<file path="config.mk">
export PLATFORM = sky130hd
export DESIGN_NAME = rom_loader_mc_flat
export DESIGN_NICKNAME = d
export VERILOG_FILES = /design/src/rtl/rom_loader_mc_if.sv /design/src/rtl/rom_loader_mc.sv /design/src/flat_wrapper.sv
export SDC_FILE = /design/constraint.sdc
export NUM_CORES = 1
export LEC_CHECK = 0
export ABC_AREA = 1
export CORE_MARGIN = 1.5
export CORE_UTILIZATION = 48
export DETAILED_ROUTE_END_ITERATION = 6
export PLACE_DENSITY = 0.77
export SETUP_SLACK_MARGIN = 0.05
export SYNTH_ARGS = -nofsm -noshare
export SYNTH_HDL_FRONTEND = slang
export SYNTH_SLANG_ARGS = --single-unit
</file>
<file path="constraint.sdc">
create_clock -name clk -period 3.4 [get_ports clk]
set_input_delay 0.51 -clock clk [delete_from_list [all_inputs] [get_ports clk]]
set_output_delay 0.51 -clock clk [all_outputs]
set_load 0.02 [all_outputs]
</file>
<file path="src/rtl/rom_loader_mc_if.sv">
// SDRAM write-port bundle between the ROM loader and the SDRAM channel.
// The loader drives the word and request; the channel returns a completion pulse.
interface rom_loader_mc_if #(
    parameter int DATA_W = 16,
    parameter int ADDR_W = 25
);
    logic [ADDR_W-1:0]   addr;
    logic [DATA_W-1:0]   data;
    logic [DATA_W/8-1:0] be;
    logic                req;
    logic                rdy;

    modport master (
        output addr,
        output data,
        output be,
        output req,
        input  rdy
    );

    modport slave (
        input  addr,
        input  data,
        input  be,
        input  req,
        output rdy
    );
endinterface

</file>
<file path="src/rtl/rom_loader_mc.sv">
// ioctl byte stream to SDRAM word packer with FIFO-buffered issue engine,
// plus a registered byte path into one-hot selected BRAM regions.
module rom_loader_mc #(
    parameter int                DATA_W    = 16,
    parameter int                ADDR_W    = 25,
    parameter logic [ADDR_W-1:0] SDR_LIMIT = ADDR_W'(32'h0010_0000),
    parameter int                NUM_BRAM  = 6,
    parameter int                BRAM_AW   = 16,
    parameter int                FIFO_AW   = 2
) (
    input  logic                clk,
    input  logic                RSTn,
    input  logic                ioctl_download,
    input  logic                ioctl_wr,
    input  logic [ADDR_W-1:0]   ioctl_addr,
    input  logic [7:0]          ioctl_data,
    output logic                ioctl_wait,
    rom_loader_mc_if.master     sdr,
    output logic [BRAM_AW-1:0]  bram_addr,
    output logic [7:0]          bram_data,
    output logic [NUM_BRAM-1:0] bram_cs,
    output logic                bram_wr,
    output logic                load_done,
    output logic [1:0]          err
);

    localparam int BYTES = DATA_W / 8;
    localparam int LW    = $clog2(BYTES);
    localparam int WW    = ADDR_W - LW;
    localparam int DEPTH = 1 << FIFO_AW;
    localparam int CW    = FIFO_AW + 1;

    localparam logic [63:0] BRAM_END =
        64'(SDR_LIMIT) + (64'(NUM_BRAM) << BRAM_AW);

    typedef struct packed {
        logic [WW-1:0]     w;
        logic [DATA_W-1:0] data;
        logic [BYTES-1:0]  be;
    } word_t;

    typedef enum logic [1:0] {
        IDLE,
        BUSY,
        GAP
    } state_t;

    // ---------------- decode ----------------
    logic                accept;
    logic                in_sdr;
    logic                in_bram;
    logic                sdr_byte;
    logic                bram_byte;
    logic                bad_byte;
    logic [ADDR_W-1:0]   boff;
    logic [NUM_BRAM-1:0] region_cs;
    logic [WW-1:0]       w_in;
    logic [LW-1:0]       lane;

    assign accept    = ioctl_download & ioctl_wr;
    assign in_sdr    = ioctl_addr < SDR_LIMIT;
    assign in_bram   = !in_sdr && (64'(ioctl_addr) < BRAM_END);
    assign sdr_byte  = accept & in_sdr;
    assign bram_byte = accept & in_bram;
    assign bad_byte  = accept & !in_sdr & !in_bram;
    assign boff      = ioctl_addr - SDR_LIMIT;
    assign w_in      = ioctl_addr[ADDR_W-1:LW];
    assign lane      = ioctl_addr[LW-1:0];

    always_comb begin
        region_cs = '0;
        for (int i = 0; i < NUM_BRAM; i++) begin
            if ((boff >> BRAM_AW) == ADDR_W'(i))
                region_cs[i] = 1'b1;
        end
    end

    // ---------------- download edges ----------------
    logic dl_q;
    logic dl_rise;
    logic dl_fall;

    assign dl_rise = ioctl_download & !dl_q;
    assign dl_fall = dl_q & !ioctl_download;

    // ---------------- packer ----------------
    word_t pk;
    word_t pk_nx;
    word_t merged;
    word_t fl;
    word_t fl_nx;
    logic  fl_v;
    logic  fl_v_nx;
    logic  fresh;

    assign fresh = (pk.be != '0) && (pk.w != w_in);

    // A byte for another word starts from a blank word; the old one is staged.
    always_comb begin
        merged = fresh ? '0 : pk;
        merged.w = w_in;
        for (int k = 0; k < BYTES; k++) begin
            if (lane == LW'(k)) begin
                merged.data[8*k +: 8] = ioctl_data;
                merged.be[k]          = 1'b1;
            end
        end
    end

    always_comb begin
        pk_nx   = pk;
        fl_nx   = pk;
        fl_v_nx = 1'b0;
        if (sdr_byte) begin
            if (fresh) begin
                fl_v_nx = 1'b1;
                pk_nx   = merged;
            end else if (&merged.be) begin
                fl_v_nx = 1'b1;
                fl_nx   = merged;
                pk_nx   = '0;
            end else begin
                pk_nx   = merged;
            end
        end else if ((bram_byte || dl_fall) && pk.be != '0) begin
            fl_v_nx = 1'b1;
            pk_nx   = '0;
        end
    end

    always_ff @(posedge clk) begin
        if (!RSTn) begin
            pk   <= '0;
            fl   <= '0;
            fl_v <= 1'b0;
            dl_q <= 1'b0;
        end else begin
            pk   <= pk_nx;
            fl   <= fl_nx;
            fl_v <= fl_v_nx;
            dl_q <= ioctl_download;
        end
    end

    // ---------------- FIFO ----------------
    word_t              mem [DEPTH];
    word_t              head;
    logic [FIFO_AW-1:0] wp;
    logic [FIFO_AW-1:0] rp;
    logic [CW-1:0]      count;
    logic               full;
    logic               pop;
    logic               do_push;
    logic               ovf;
    state_t             state;
    state_t             state_nx;
    logic               load;

    assign head    = mem[rp];
    assign full    = count == CW'(DEPTH);
    assign pop     = (state == BUSY) && sdr.rdy;
    assign do_push = fl_v && (!full || pop);
    assign ovf     = fl_v && full && !pop;

    assign ioctl_wait = count >= CW'(DEPTH - 1);

    always_ff @(posedge clk) begin
        if (do_push)
            mem[wp] <= fl;
    end

    always_ff @(posedge clk) begin
        if (!RSTn) begin
            wp    <= '0;
            rp    <= '0;
            count <= '0;
        end else begin
            if (do_push)
                wp <= wp + 1'b1;
            if (pop)
                rp <= rp + 1'b1;
            unique case ({do_push, pop})
                2'b10:   count <= count + 1'b1;
                2'b01:   count <= count - 1'b1;
                default: count <= count;
            endcase
        end
    end

    // ---------------- issue FSM ----------------
    always_ff @(posedge clk) begin
        if (!RSTn)
            state <= IDLE;
        else
            state <= state_nx;
    end

    always_comb begin
        state_nx = state;
        load     = 1'b0;
        unique case (state)
            IDLE: begin
                if (count != '0) begin
                    load     = 1'b1;
                    state_nx = BUSY;
                end
            end
            BUSY: begin
                if (sdr.rdy)
                    state_nx = GAP;
            end
            GAP:     state_nx = IDLE;
            default: state_nx = IDLE;
        endcase
    end

    assign sdr.req = (state == BUSY);

    // The head entry stays in the FIFO until completion; these hold its copy.
    always_ff @(posedge clk) begin
        if (!RSTn) begin
            sdr.addr <= '0;
            sdr.data <= '0;
            sdr.be   <= '0;
        end else if (load) begin
            sdr.addr <= {head.w, {LW{1'b0}}};
            sdr.data <= head.data;
            sdr.be   <= head.be;
        end
    end

    // ---------------- BRAM path ----------------
    always_ff @(posedge clk) begin
        if (!RSTn) begin
            bram_wr   <= 1'b0;
            bram_cs   <= '0;
            bram_addr <= '0;
            bram_data <= '0;
        end else begin
            bram_wr <= bram_byte;
            bram_cs <= bram_byte ? region_cs : '0;
            if (bram_byte) begin
                bram_addr <= boff[BRAM_AW-1:0];
                bram_data <= ioctl_data;
            end
        end
    end

    // ---------------- status ----------------
    logic drained;

    assign drained = !ioctl_download && (pk.be == '0) && !fl_v &&
                     (count == '0) && (state == IDLE);

    always_ff @(posedge clk) begin
        if (!RSTn) begin
            load_done <= 1'b0;
            err       <= 2'b00;
        end else begin
            if (dl_rise)
                load_done <= 1'b0;
            else if (drained)
                load_done <= 1'b1;
            err <= (dl_rise ? 2'b00 : err) | {ovf, bad_byte};
        end
    end

endmodule

</file>
<file path="src/flat_wrapper.sv">
// flat-port wrapper written by rule: the top's interface ports become plain ports
module rom_loader_mc_flat 
#(
    parameter int                DATA_W    = 16,
    parameter int                ADDR_W    = 25,
    parameter logic [ADDR_W-1:0] SDR_LIMIT = ADDR_W'(32'h0010_0000),
    parameter int                NUM_BRAM  = 6,
    parameter int                BRAM_AW   = 16,
    parameter int                FIFO_AW   = 2
)
  (clk, RSTn, ioctl_download, ioctl_wr, ioctl_addr, ioctl_data, ioctl_wait, bram_addr, bram_data, bram_cs, bram_wr, load_done, err, sdr_addr, sdr_data, sdr_be, sdr_req, sdr_rdy);
  rom_loader_mc_if #(.DATA_W(DATA_W), .ADDR_W(ADDR_W)) sdr_i ();
  input  logic clk;
  input  logic RSTn;
  input  logic ioctl_download;
  input  logic ioctl_wr;
  input  logic [ADDR_W-1:0] ioctl_addr;
  input  logic [7:0] ioctl_data;
  output logic ioctl_wait;
  output logic [BRAM_AW-1:0] bram_addr;
  output logic [7:0] bram_data;
  output logic [NUM_BRAM-1:0] bram_cs;
  output logic bram_wr;
  output logic load_done;
  output logic [1:0] err;
  output wire logic [$bits(sdr_i.addr)-1:0] sdr_addr;
  output wire logic [$bits(sdr_i.data)-1:0] sdr_data;
  output wire logic [$bits(sdr_i.be)-1:0] sdr_be;
  output wire logic [$bits(sdr_i.req)-1:0] sdr_req;
  input wire logic [$bits(sdr_i.rdy)-1:0] sdr_rdy;
  assign sdr_addr = sdr_i.addr;
  assign sdr_data = sdr_i.data;
  assign sdr_be = sdr_i.be;
  assign sdr_req = sdr_i.req;
  assign sdr_i.rdy = sdr_rdy;
  rom_loader_mc #(.DATA_W(DATA_W), .ADDR_W(ADDR_W), .SDR_LIMIT(SDR_LIMIT), .NUM_BRAM(NUM_BRAM), .BRAM_AW(BRAM_AW), .FIFO_AW(FIFO_AW)) u_core (.clk(clk), .RSTn(RSTn), .ioctl_download(ioctl_download), .ioctl_wr(ioctl_wr), .ioctl_addr(ioctl_addr), .ioctl_data(ioctl_data), .ioctl_wait(ioctl_wait), .sdr(sdr_i), .bram_addr(bram_addr), .bram_data(bram_data), .bram_cs(bram_cs), .bram_wr(bram_wr), .load_done(load_done), .err(err));
endmodule
</file>
## Word level (Yosys, flattened, before mapping)

Memories as Yosys holds them, arrays and structs flattened. A register that Yosys moved wholly into a read port is not among the register bits.
Cells that the tools add are included.

- Eq/ne operators: 12
- Reduce and logical (&&, ||, !) cells: 33
- Mux-type cells: 31
- Magnitude comparators: 3
- Bitwise gates (word level): 9
- Add/sub/neg operators: 5

Operator list:

| kind | number |
|---|---|
| 42-bit 2-to-1 mux | 7 |
| 25-bit by 21-bit < comparator with 1-bit output, second input constant | 2 |
| 25-bit zero test | 1 |
| 25-bit by 21-bit subtractor with 25-bit output, second input constant | 1 |
| 24-bit inequality test | 1 |
| 9-bit by 2-bit == test with 1-bit output, second input constant | 2 |
| 9-bit by 3-bit == test with 1-bit output, second input constant | 2 |
| 18-bit 2-to-1 mux | 1 |
| 1-bit 2-to-1 mux | 16 |
| 8-bit 2-to-1 mux | 2 |
| 1-bit logical AND | 11 |
| 9-bit by 1-bit == test with 1-bit output, second input constant | 1 |
| 1-bit zero test | 8 |
| 1-bit AND | 7 |
| 2-bit 2-to-1 mux | 3 |
| 3-bit one-hot mux with 2 select lines | 1 |
| 2-bit AND reduction | 3 |
| 2-bit nonzero test | 3 |
| 2-bit by 1-bit adder with 2-bit output, second input constant | 2 |
| 2-bit by 1-bit == test with 1-bit output, second input constant | 2 |
| 2-bit zero test | 2 |
| 2-bit by 1-bit inequality test with 1-bit output, second input constant | 2 |
| 2-bit one-hot mux with 2 select lines | 1 |
| 3-bit by 1-bit adder with 3-bit output, second input constant | 1 |
| other kinds (10) | 11 |

- Input bits: 38
- Memories: 1
- Output and inout bits: 79
- Flip-flop bits (word level): 129
- RAM bits: 168
- Word-level logic and storage cells: 112

Memory list:

| memory | depth | bits a word | read ports | clocked after memory_dff | wr ports | line | text |
|---|---|---|---|---|---|---|---|
| u_core.mem | 4 | 42 | 1 | 1 | 1 | rom_loader_mc.sv:146 | `word_t mem [DEPTH];` |

## Depth between registers and ports, before layout

- Depth after elaboration: 8
- Depth in mapped cells: 14

## Worst setup path after synthesis

No wires, ideal clock.

- Path kind: reg-to-reg
- Start point: register u_core.state[0]
- End point: memory u_core.mem[0][0] in the netlist's numbering (enable)
- Required time: 2.958 ns
- Stages on the path, launching flop included: 7
- Period minus slack after synthesis: 3.382 ns
- Path buffers: 0
- Library setup time: 0.442 ns
- Arrival: 2.940 ns
- Path slack: 0.018 ns
- Cells stage by stage: dfxtp_1 inv_1 nor2_1 nand2_1 nand3_1 nand2_1 nor2_1

- Longest elaborated chain between the ends: 6

RTL lines:

| item | line | text |
|---|---|---|
| start, declared | rom_loader_mc.sv:155 | `state_t state;` |
| start signal, assigned | rom_loader_mc.sv:195 | `state <= state_nx;` |
| 2-bit by 1-bit == test with 1-bit output | -- |  |
| net sdr_req | flat_wrapper.sv:29 | `output wire logic [$bits(sdr_i.req)-1:0] sdr_req;` |
| 1-bit logical AND | rom_loader_mc.sv:161 | `assign pop = (state == BUSY) && sdr.rdy;` |
| 1-bit logical OR | rom_loader_mc.sv:162 | `assign do_push = fl_v && (!full \|\| pop);` |
| 1-bit logical AND | rom_loader_mc.sv:162 |  |
| 1-bit 2-to-1 mux | rom_loader_mc.sv:168 | `if (do_push)` |
| 1-bit 2-to-1 mux (not written as such) | rom_loader_mc.sv:169 | `mem[wp] <= fl;` |
| end, declared | rom_loader_mc.sv:146 |  |

The timed path passes the listed nets, and every way through them passes these cells.

## Worst setup path in the final report

- Start point: register u_core.count[0]
- End point: output ioctl_wait

- Longest elaborated chain between the ends: 1

RTL lines:

| item | line | text |
|---|---|---|
| start, declared | rom_loader_mc.sv:150 | `logic [CW-1:0] count;` |
| start signal, assigned | rom_loader_mc.sv:183 | `2'b10: count <= count + 1'b1;` |
| start signal, assigned | rom_loader_mc.sv:184 | `2'b01: count <= count - 1'b1;` |
| start signal, assigned | rom_loader_mc.sv:185 | `default: count <= count;` |
| 3-bit by 2-bit greater-or-equal comparator with 1-bit output | rom_loader_mc.sv:165 | `assign ioctl_wait = count >= CW'(DEPTH - 1);` |
| end, declared | flat_wrapper.sv:19 | `output logic ioctl_wait;` |

Every way passes these cells.

==> key figures <==
Floorplanning
  • Chip Width: 170 um
  • Core box area: 27100 um2
  • Die ar.: 28800 um2
  • Initial Utilization: 49.2%
  • Die height: 170 um
  • # rows: 60
  • Boundary Pins: 117

GRT
  • All-layer global routing usage: 21.0%
  • First-pass GRT wire length: 48000 um
  • Number of global-route vias before repair: 9338
  • GR Overflow Total: 0
  • Initial antenna violation count: 0
  • Largest net degree at the start of global routing: 85

Route
  • DRT met1 WL: 13300 um
  • DR pass1 iterations: 6
  • Detailed-route via count: 9873
  • Top layer in use: met4
  • Final ANT Viol Nets: 0
  • Post-DR wirelength/cell: 15.8 um
  • DR WL met2: 13900 um
  • Drt total wl: 30000 um
  • Metal3 WL: 2230 um
  • Drt drc: 0
  • Drt initial violations: 1071
  • Vias per cell: 5.19

Layout
  • Antenna Cells: 0
  • Final non-filler cell total: 1901
  • Post-Layout Inst Area: 15900 um2
  • Area grow syn2layout: 19.1%
  • Most common cell after layout, fill and taps aside: nand2_1
  • Commonest non-fill, non-tap cells in the layout: 245 x nand2_1, 238 x nor2_1, 170 x dfxtp_1
  • Share of post-route cells with drive strength above 1: 8.96%
  • Nets: 1548
  • Core Util, Final: 58.6%

Place
  • Dpl ws: 457 ps
  • IO buf count: 115
  • Area after DPL: 14800 um2
  • Post-DP HPWL: 17800 um
  • Placed insts: 1840
  • RePlAce Congestion: 0.832

Power and ir drop
  • PD cells: 523 nW/um2
  • Sw Share: 21.1%
  • Total power: 8.31 mW
  • Pleak: 5.81 nW
  • Cell-internal power: 6.56 mW
  • Sw power: 1.76 mW
  • Clock share of power: 44.0%
  • Combinational share of power: 4.2%
  • Worst VDD drop: 0.312 mV
  • Seq pwr share: 51.8%

Setup path
  • Worst Path Max Fanout: 4
  • CP endpoint kind: output pin
  • Crit path cell chain: inv_1, o21ai_0, clkdlybuf4s50_1
  • CP Launch Type: flip-flop
  • CP top delay family: buffers and inverters
  • Crit path DAT: 2110 ps
  • Slowest CP cell: clkdlybuf4s50_1
  • Worst path max stage delay: 710 ps
  • Crit path kind: flip-flop to output pin
  • Crit path buf inv count: 2
  • Worst endpoint required time: 2890 ps

STA
  • Min Hold Slack: 467 ps
  • Max-slew violation count: 0
  • Setup TNS: 0 ps
  • Final hold vios: 0
  • Max transition margin: 39.1%
  • Setup Skew: 15.0 ps
  • Worst-Margin Slew: 913 ps
  • Unrepaired setup endpoints after global routing: false
  • Min Clock Period, post-route: 2620 ps
  • Setup slack after layout: 776 ps
  • Final setup violation count: 0
  • Period utilization: 77.2%
  • F_max: 381 MHz

Clock tree
  • Cts bufs inserted: 34
  • Postcts setup bufs: 0
  • # resized after CTS: 0
  • CTS HTree Levels: 2
  • CTS tree: built
  • Root Buffer: clkbuf_16
  • Clk Latency, worst-skew pair: 510 ps
  • CTS Hold Bufs: 0
  • Clock transition at path regs: 60 ps
  • Clock buffer depth: 3
  • CTS Sinks: 339

Logic synthesis
  • Post-synthesis register bit count: 339
  • Number of distinct library cells after synthesis: 34
  • Mapped Avg Cell Area: 9.43 um2
  • Post-synthesis sequential area ratio: 63.5%
  • Net Count, Synth: 1459
  • Gate Count Post-Synth: 1415
  • Syn Std Cell Area: 13300 um2
  • Warnings, synthesis: 0

Min path
  • Hold Path Class: flip-flop to flip-flop

Run status
  • Outcome: finished, final reports clean

Run
  • Maxcap violations: 0
worst paths after layout:
path                            slack, ps  cells after the start       startpoint                 to
worst max-delay path                  780                      3  u_core.count[0]         ioctl_wait
worst min-delay path                  470                      0    u_core.fl[17]  u_core.mem[1][17]
worst min register to register        470                      0    u_core.fl[17]  u_core.mem[1][17]
worst max register to register       1210                     12  u_core.state[0]    u_core.count[2]
final cells by class:
class,count,area [um2]
multi-input cells,869,4040
clock buffers,44,950
clock inverters,17,151
inverters,130,489
well taps,372,465
fillers,2210,11200
flip-flops and latches,339,8470
repair buffers,130,1320
layer usage:
metal  global-route usage (%)  vias up
met3                     3.66       55
met5                        0        -
met1                     28.7     4595
li1                         -     4843
met4                     6.31        0
met2                     34.4      380
worst reg2reg max path: cells and delay by family (launching register included):
kind / cells / cell delay, ps
flip-flops: 1 / 310
AND/OR/NAND/NOR: 4 / 580
adder cells (fa/ha/maj): 2 / 590
buffers and inverters: 2 / 120
AO/OA/AOI/OAI: 4 / 480
cell families after synthesis:
logic type      share of synthesized area [%]
simple gates                             17.8
compound gates                           11.6
fa+ha+maj                               0.619
other cells                            0.0281
buf+inv                                  6.42
flops                                    63.5
cells in the mapped netlist:
master    instances  area [um2]
buf_2             7        35.0
a31oi_1          42         263
nor3_1            9        45.0
buf_12            1        20.0
o21ai_0         159         796
nand3_4           3        52.6
nor2_2            6        37.5
o21ai_1           1        5.00
nand2_8           1        20.0
a21oi_1          71         355
nor2_4            1        11.3
fa_1              1        20.0
dfxtp_1         171        3420
clkbuf_1         56         210
nand3_1          40         200
nand2_4           1        11.3
conb_1            1        3.75
edfxtp_1        168        5040
nand3_2           2        20.0
buf_6             5        56.3
inv_2             8        30.0
buf_4             4        30.0
nand2_1         245         920
buf_1             4        15.0
o211ai_1          1        7.51
a21oi_2          14         123
clkinv_1          1        3.75
ha_1              5        62.6
nor4_1            1        6.26
inv_1           120         450
nor2_1          242         908
clkinv_2          1        5.00
nand3b_1          1        7.51
nand2_2          22         138
state kept, by name, indices dropped and copies added (netlist names), 3 cells and up:
register,cells
u_core.pk,42
u_core.count,3
u_core.sdr.addr,24
u_core.mem,168
u_core.fl,42
u_core.bram_cs,6
u_core.bram_addr,16
u_core.bram_data,8
u_core.sdr.data,16
power groups by stage:
| stage | sequential (mW) | clock (mW) | combinational (mW) |
|---|---|---|---|
| finish | 4.30 | 3.66 | 0.348 |
| global route | 4.31 | 3.85 | 0.379 |
| CTS | 4.30 | 3.70 | 0.348 |
| detailed placement | 4.39 | 0 | 0.346 |
| global placement | 4.39 | 0 | 0.340 |
| floorplan | 4.42 | 0 | 0.154 |
Power figures use the tool's default switching activity.
